$ cat config.mk
export PLATFORM = sky130hd
export DESIGN_NAME = dpsk_top
export DESIGN_NICKNAME = d
export VERILOG_FILES = /design/src/rtl/dpsk_pkg.sv /design/src/rtl/dpsk_if.sv /design/src/rtl/dpsk_demod.sv /design/src/rtl/dpsk_top.sv
export SDC_FILE = /design/constraint.sdc
export NUM_CORES = 1
export LEC_CHECK = 0
export BUFFER_PORTS_ARGS = -buffer_cell sky130_fd_sc_hd__buf_4
export CORE_MARGIN = 5
export CORE_UTILIZATION = 35
export CTS_CLUSTER_SIZE = 16
export DETAILED_ROUTE_END_ITERATION = 8
export SLEW_MARGIN = 0
export SYNTH_ARGS = -nofsm -noshare
export SYNTH_HDL_FRONTEND = slang
export SYNTH_HIERARCHICAL = 1
export SYNTH_SLANG_ARGS = --single-unit
$ cat constraint.sdc
create_clock -name clk1 -period 5.2 [get_ports clk1]
set_input_delay 0.52 -clock clk1 [delete_from_list [all_inputs] [get_ports clk1]]
set_output_delay 0.52 -clock clk1 [all_outputs]
set_load 0.1 [all_outputs]
$ cat src/rtl/dpsk_pkg.sv
// dpsk_pkg: shared definitions for the DPSK loopback demo.
//   - sample / product / accumulator widths and their signed types
//   - transmitter state typedef (IDLE / REF / DATA)
//   - one-period sine carrier table and the BPSK sample helper
package dpsk_pkg;

  localparam int SAMPLE_W = 8;
  localparam int PROD_W   = 2 * SAMPLE_W;
  // Eight products of at most 127*127 each sum to 129032, so three guard bits
  // above the product width are enough.
  localparam int ACC_W    = PROD_W + 3;
  localparam int LUT_N    = 8;

  typedef logic signed [SAMPLE_W-1:0] sample_t;
  typedef logic signed [PROD_W-1:0]   prod_t;
  typedef logic signed [ACC_W-1:0]    acc_t;

  typedef enum logic [1:0] {
    TX_IDLE = 2'd0,
    TX_REF  = 2'd1,
    TX_DATA = 2'd2
  } tx_state_t;

  // One full carrier period; the sample index walks it once per symbol.
  localparam sample_t SINE_LUT [LUT_N] = '{
    8'sd0, 8'sd90, 8'sd127, 8'sd90, 8'sd0, -8'sd90, -8'sd127, -8'sd90
  };

  // BPSK: the encoder state selects the carrier polarity.
  function automatic sample_t modulate(input logic [2:0] idx, input logic flip);
    sample_t base;
    base = SINE_LUT[idx];
    if (flip) begin
      return -base;
    end else begin
      return base;
    end
  endfunction

endpackage

$ cat src/rtl/dpsk_if.sv
// dpsk_if: carrier sample stream from the modulator to the demodulator.
//   sample    : signed carrier sample, one per clock
//   valid     : sample belongs to a transmitted symbol
//   last      : final sample of the current symbol
//   ref_sym   : sample belongs to the reference symbol (no data decision)
//   first_bit : sample belongs to bit 0 (MSB) of a word
interface dpsk_if;
  import dpsk_pkg::*;

  sample_t sample;
  logic    valid;
  logic    last;
  logic    ref_sym;
  logic    first_bit;

  modport master (output sample, valid, last, ref_sym, first_bit);
  modport slave  (input  sample, valid, last, ref_sym, first_bit);

endinterface

$ cat src/rtl/dpsk_demod.sv
// dpsk_demod: delay-and-multiply differential demodulator.
//   clk1, rst        : clock and synchronous active-high reset
//   clear            : restart strobe; drops any partially accumulated symbol
//   rx               : sample stream (slave side)
//   demodulated      : recovered bit, registered, held for one symbol
//   neg_demodulated  : registered complement of demodulated
//   new_word         : one-cycle pulse when bit 0 of a word is presented
module dpsk_demod
  import dpsk_pkg::*;
#(
  parameter int SPS = 8
) (
  input  logic   clk1,
  input  logic   rst,
  input  logic   clear,
  dpsk_if.slave  rx,
  output logic   demodulated,
  output logic   neg_demodulated,
  output logic   new_word
);

  sample_t dly_r [SPS];
  prod_t   prod_r;
  logic    pv_r;
  logic    pl_r;
  logic    pref_r;
  logic    pfirst_r;
  acc_t    acc_r;
  acc_t    acc_sum_s;

  // The product register adds one cycle; the framing flags travel with it.
  assign acc_sum_s = acc_r + acc_t'(prod_r);

  // Sample delay line: dly_r[SPS-1] is the sample from one symbol earlier.
  always_ff @(posedge clk1) begin
    if (rst) begin
      for (int i = 0; i < SPS; i++) begin
        dly_r[i] <= '0;
      end
    end else begin
      dly_r[0] <= rx.sample;
      for (int i = 1; i < SPS; i++) begin
        dly_r[i] <= dly_r[i-1];
      end
    end
  end

  // Multiply, accumulate over a symbol and decide on the sign at symbol end.
  always_ff @(posedge clk1) begin
    if (rst) begin
      prod_r          <= '0;
      pv_r            <= 1'b0;
      pl_r            <= 1'b0;
      pref_r          <= 1'b0;
      pfirst_r        <= 1'b0;
      acc_r           <= '0;
      demodulated     <= 1'b0;
      neg_demodulated <= 1'b1;
      new_word        <= 1'b0;
    end else begin
      prod_r <= prod_t'(rx.sample) * prod_t'(dly_r[SPS-1]);
      if (clear) begin
        // Restart: discard the interrupted symbol, keep the last decision.
        pv_r     <= 1'b0;
        pl_r     <= 1'b0;
        pref_r   <= 1'b0;
        pfirst_r <= 1'b0;
        acc_r    <= '0;
        new_word <= 1'b0;
      end else begin
        pv_r     <= rx.valid;
        pl_r     <= rx.last;
        pref_r   <= rx.ref_sym;
        pfirst_r <= rx.first_bit;
        new_word <= 1'b0;
        if (pv_r) begin
          if (pl_r) begin
            acc_r <= '0;
            // A phase reversal between symbols gives a negative correlation.
            if (!pref_r) begin
              demodulated     <= acc_sum_s[ACC_W-1];
              neg_demodulated <= ~acc_sum_s[ACC_W-1];
              new_word        <= pfirst_r;
            end
          end else begin
            acc_r <= acc_sum_s;
          end
        end
      end
    end
  end

endmodule

$ cat src/rtl/dpsk_top.sv
// dpsk_top: self-contained DPSK loopback demo.
//   clk1             : system clock
//   rst              : synchronous active-high reset (priority over load)
//   load             : start/restart strobe
//   demodulated      : recovered data bit, registered
//   neg_demodulated  : registered complement of demodulated
//   new_word         : one-cycle pulse marking the MSB of each recovered word
// The transmitter sends a reference symbol followed by INIT_WORD repeated
// forever, MSB first, differentially encoded and BPSK-modulated onto a
// one-period-per-symbol sine carrier. dpsk_demod recovers the bitstream.
module dpsk_top
  import dpsk_pkg::*;
#(
  parameter int              WORD_W    = 8,
  parameter int              SPS       = 8,
  parameter logic [WORD_W-1:0] INIT_WORD = 8'hB4
) (
  input  logic clk1,
  input  logic rst,
  input  logic load,
  output logic demodulated,
  output logic neg_demodulated,
  output logic new_word
);

  localparam int                IDX_W    = $clog2(SPS);
  localparam int                BIT_W    = $clog2(WORD_W);
  localparam logic [IDX_W-1:0]  LAST_IDX = IDX_W'(SPS - 1);
  localparam logic [BIT_W-1:0]  LAST_BIT = BIT_W'(WORD_W - 1);

  tx_state_t         state_r;
  logic [WORD_W-1:0] word_r;
  logic [BIT_W-1:0]  bit_idx_r;
  logic [IDX_W-1:0]  samp_idx_r;
  logic              enc_r;
  sample_t           sample_r;
  logic              valid_r;
  logic              last_r;
  logic              ref_r;
  logic              first_r;

  dpsk_if tx_if ();

  assign tx_if.sample    = sample_r;
  assign tx_if.valid     = valid_r;
  assign tx_if.last      = last_r;
  assign tx_if.ref_sym   = ref_r;
  assign tx_if.first_bit = first_r;

  // Transmitter FSM, differential encoder and modulator output register.
  always_ff @(posedge clk1) begin
    if (rst) begin
      state_r    <= TX_IDLE;
      word_r     <= '0;
      bit_idx_r  <= '0;
      samp_idx_r <= '0;
      enc_r      <= 1'b0;
      sample_r   <= '0;
      valid_r    <= 1'b0;
      last_r     <= 1'b0;
      ref_r      <= 1'b0;
      first_r    <= 1'b0;
    end else if (load) begin
      state_r    <= TX_REF;
      word_r     <= INIT_WORD;
      bit_idx_r  <= '0;
      samp_idx_r <= '0;
      enc_r      <= 1'b0;
      sample_r   <= '0;
      valid_r    <= 1'b0;
      last_r     <= 1'b0;
      ref_r      <= 1'b0;
      first_r    <= 1'b0;
    end else begin
      case (state_r)
        TX_IDLE: begin
          sample_r <= '0;
          valid_r  <= 1'b0;
          last_r   <= 1'b0;
          ref_r    <= 1'b0;
          first_r  <= 1'b0;
        end
        TX_REF, TX_DATA: begin
          sample_r <= modulate(3'(samp_idx_r), enc_r);
          valid_r  <= 1'b1;
          last_r   <= (samp_idx_r == LAST_IDX);
          ref_r    <= (state_r == TX_REF);
          first_r  <= (state_r == TX_DATA) && (bit_idx_r == '0);
          if (samp_idx_r == LAST_IDX) begin
            samp_idx_r <= '0;
            // The encoder state for the next symbol folds in that symbol's bit,
            // so it is ready on the first sample of the new symbol.
            if (state_r == TX_REF) begin
              state_r <= TX_DATA;
              enc_r   <= enc_r ^ word_r[WORD_W-1];
            end else if (bit_idx_r == LAST_BIT) begin
              word_r    <= INIT_WORD;
              bit_idx_r <= '0;
              enc_r     <= enc_r ^ INIT_WORD[WORD_W-1];
            end else begin
              word_r    <= word_r << 1;
              bit_idx_r <= bit_idx_r + 1'b1;
              enc_r     <= enc_r ^ word_r[WORD_W-2];
            end
          end else begin
            samp_idx_r <= samp_idx_r + 1'b1;
          end
        end
        default: begin
          state_r  <= TX_IDLE;
          sample_r <= '0;
          valid_r  <= 1'b0;
          last_r   <= 1'b0;
          ref_r    <= 1'b0;
          first_r  <= 1'b0;
        end
      endcase
    end
  end

  dpsk_demod #(
    .SPS (SPS)
  ) u_demod (
    .clk1            (clk1),
    .rst             (rst),
    .clear           (load),
    .rx              (tx_if),
    .demodulated     (demodulated),
    .neg_demodulated (neg_demodulated),
    .new_word        (new_word)
  );

endmodule

==> metrics.md <==
| Metric | Value |
|---|---|
| Tcrit/Tclk final | `0.904` |
| Core ar. | `21600 um^2` |
| GR Util All Layers | `0.118` |
| Slowest stage delay, CP | `0.64 ns` |
| Cell Chain, Critical Path | `and2_1, fa_1, fa_1, fa_1, inv_1, fa_1, inv_1, ha_1, o21a_1, o21a_1, o22a_1, a21o_1, o41ai_1, xnor2_1, nor2_1` |
| Nets | `922` |
| Longest Clk Path Bufs | `2` |
| Post-DP HPWL | `9820 um` |
| Crit path from | `sample_r[6]$_SDFF_PP0_` |
| Worst setup endpoint | `u_demod/prod_r[15]$_SDFF_PP0_` |
| Achievable frequency | `213 MHz` |
| Ant diodes | `0` |
| Post-synthesis mux area share | `0.0121` |
| Setup bufs post-CTS | `0` |
| Total grt overflow | `0` |
| Critical R2R Capture | `u_demod/prod_r[15]$_SDFF_PP0_` |
| Hold Path Class | `reg -> reg` |
| Leak Pwr | `3.60 nW` |
| Port Buf Inserts | `5` |
| Placer Congestion | `0.803` |
| Pre-antenna DRT Iters | `4` |
| Number of remaining DRC errors | `0` |
| Main combinational cell family by area after synthesis | `adder cells` |
| Max Cap Viol | `0` |
| TritonCTS Sinks | `132` |
| Final setup viols | `0` |
| Worst-path fanout max | `18` |
| Post-CTS sizing | `0` |
| Synth unique cells | `57` |
| First-pass GRT wire length | `23700 um` |
| DRT Wirelength | `13500 um` |
| Status | `finished, final reports clean` |
| Slew margin rel. | `0.433` |
| Antenna violations before repair | `0` |
| Power Dens Cells | `258 nW/um^2` |
| Syn Area/Cell | `9.54 um^2` |
| Sequential-to-total area share from yosys stat | `0.347` |
| Io pins | `6` |
| Ys async rst share | `0` |
| Layout Area Growth over Synthesis | `11.1%` |
| Root Driver | `clkbuf_16` |
| Crit path required time | `5.48 ns` |
| RR Startpoint | `sample_r[6]$_SDFF_PP0_` |
| Reg2Reg Depth | `15` |
| Die width | `158 um` |
| Routed length per instance | `12.3 um` |
| Vias in the first global route | `5055` |
| Syn Inst Count | `799` |
| Crit path kind | `reg -> reg` |
| Worst-margin pin slew | `0.847 ns` |
| Max VDD drop | `0.160 mV` |
| Unrepaired setup endpoints after global routing | `false` |
| Compound-gate portion of the synthesized area | `0.103` |
| Starting Density | `0.353` |
| Die area | `24800 um^2` |
| Final Hold Fails | `0` |
| Synth warnings | `6` |
| Via count | `5026` |
| Share of cells above drive strength 1 | `0.0638` |
| Worst Setup Start Kind | `register` |
| Slew Viols, Final | `0` |
| Flop and latch count out of synthesis | `132` |
| Arrival @ worst endpoint | `4.98 ns` |
| CTS Buf Count | `17` |
| Synth Area in XOR/XNOR | `0.0345` |
| CTS tree | `built` |
| Worst-skew pair later-pin latency | `0.42 ns` |
| Clk pin slew, worst setup/hold paths | `0.06 ns` |
| Crit path time final | `4.70 ns` |
| Net Count, Synth | `918` |
| Initial drt markers | `205` |
| Setup TNS | `0 ns` |
| H-tree Lvls | `4` |
| Final ANT Viol Nets | `0` |
| Post-Synth Adder-Cell Area | `0.246` |
| Largest net degree at the start of global routing | `49` |
| EDFF count, synth | `0` |
| FILL cells | `2158` |
| Synthesized area | `7620 um^2` |
| Post-synthesis simple-gate area fraction | `0.198` |
| Post-CTS Hold Buffers | `0` |
| Worst hold slack | `0.431 ns` |
| Ys flop type | `dfxtp_1` |
| Die height | `158 um` |
| Clock skew | `0.0133 ns` |
| CP dominant cell by count | `fa_1` |
| Reg2reg setup slack | `0.50 ns` |
| Row cnt | `54` |
| Slowest-stage cell, CP | `dfxtp_1` |
| Nature of the critical path endpoint | `register` |
| Via density | `4.59` |
## cell usage after synthesis (8+ instances only)
cell      number  area share
o21ai_0       18       0.012
xnor2_1       23       0.026
nor2b_1       80       0.066
nand3b_1       8      0.0079
nand2_1       61       0.030
nor2_1        43       0.021
nand2b_1       9      0.0074
and2_1        45       0.037
ha_1          60       0.098
a22o_1        10       0.011
fa_1          56        0.15
a211oi_1      11       0.011
inv_1         92       0.045
nor3_1        12      0.0079
clkbuf_1      14      0.0069
dfxtp_1      132        0.35
a21oi_1       38       0.025
## registers in the layout, indices dropped and copies added, names as in the netlist
register,count
ref_r,1
word_r,6
last_r,1
u_demod/prod_r,16
first_r,1
state_r,2
u_demod/pl_r,1
u_demod/pv_r,1
samp_idx_r,3
u_demod/acc_r,19
u_demod/demodulated,1
tx_if.valid,1
u_demod/pref_r,1
u_demod/neg_demodulated,1
sample_r,7
enc_r,1
u_demod/new_word,1
u_demod/pfirst_r,1
u_demod/dly_r,64
bit_idx_r,3
## layout make-up
| cell class | instances | area (um^2) | share of cell area |
|---|---|---|---|
| multi-input cells | 553 | 4520 | 0.534 |
| flip-flops and latches | 132 | 2640 | 0.312 |
| clock buffers | 18 | 429 | 0.0507 |
| inverters | 93 | 354 | 0.0418 |
| well taps | 280 | 350 | 0.0414 |
| clock inverters | 13 | 126 | 0.0149 |
| repair buffers | 6 | 45.0 | 0.00532 |
## stage by stage
stage / area [um^2] / std cells / power (mW) / setup slack, ns / utilization
final: 8470 / 1095 / 2.18 / 0.498 / 0.392
after global routing: 8470 / 1095 / 2.27 / 0.192 / 0.392
after CTS: 8470 / 1095 / 2.22 / 0.466 / 0.392
after detailed placement: 7910 / 1064 / 1.08 / 0.480 / 0.366
after global placement: 7910 / 1064 / 1.08 / 0.613 / 0.366
after floorplan: 7620 / 799 / 1.07 / 0.835 / -
## logic make-up (layout without fill, tap and decap cells)
group,count (synthesis),after routing
buf+inv,114,130
mux,9,9
fa+ha+maj,116,116
compound gates,116,116
xor+xnor,30,30
flops,132,132
simple gates,282,282
## worst min-delay path by stage
stage                                          startpoint  slack [ns]  cells past startpoint                               to
after detailed placement  u_demod/dly_r[0][21]$_SDFF_PP0_        0.42                      1  u_demod/dly_r[0][29]$_SDFF_PP0_
after floorplan               u_demod/pfirst_r$_SDFF_PP0_        0.41                      1      u_demod/new_word$_SDFF_PP0_
after CTS                 u_demod/dly_r[0][21]$_SDFF_PP0_        0.43                      1  u_demod/dly_r[0][29]$_SDFF_PP0_
after global routing      u_demod/dly_r[1][18]$_SDFF_PP0_        0.45                      1  u_demod/dly_r[1][26]$_SDFF_PP0_
after global placement    u_demod/dly_r[0][17]$_SDFF_PP0_        0.42                      1  u_demod/dly_r[0][25]$_SDFF_PP0_
final                     u_demod/dly_r[0][21]$_SDFF_PP0_        0.43                      1  u_demod/dly_r[0][29]$_SDFF_PP0_
## worst max-delay path: cells and delay by family, from the launching register on
kind | cells | cell delay, ns
adder cells (fa/ha/maj) | 5 | 2.39
AO/OA/AOI/OAI | 5 | 1.01
flip-flops | 1 | 0.64
AND/OR/NAND/NOR | 2 | 0.27
XOR/XNOR | 1 | 0.17
buffers and inverters | 2 | 0.09
## cells in the final DEF (no fill, tap or decap), types with 8 or more instances in the layout
cell and instances:
and2_1 45, nor3_1 12, nand2b_1 9, nor2_1 43
inv_1 92, a211oi_1 11, a22o_1 10, nand2_1 61
o21ai_0 18, dfxtp_1 132, clkbuf_16 17, ha_1 60
nor2b_1 80, a21oi_1 38, xnor2_1 23, nand3b_1 8
fa_1 56
## routing by layer
metal / vias to the layer above / GRT usage / routed length [um]
met5: - / 0 / 0
met4: 0 / 0.0442 / 173
met3: 18 / 0.0312 / 512
met2: 63 / 0.185 / 6210
met1: 2360 / 0.156 / 6630
li1: 2585 / - / -
## power breakdown
| group | internal [mW] | switching, mW |
|---|---|---|
| Combinational | 0.0110 | 0.0278 |
| Clock | 0.662 | 0.461 |
| Sequential | 1.02 | 0.00372 |
Note: power is estimated with default switching activity, not from simulation.
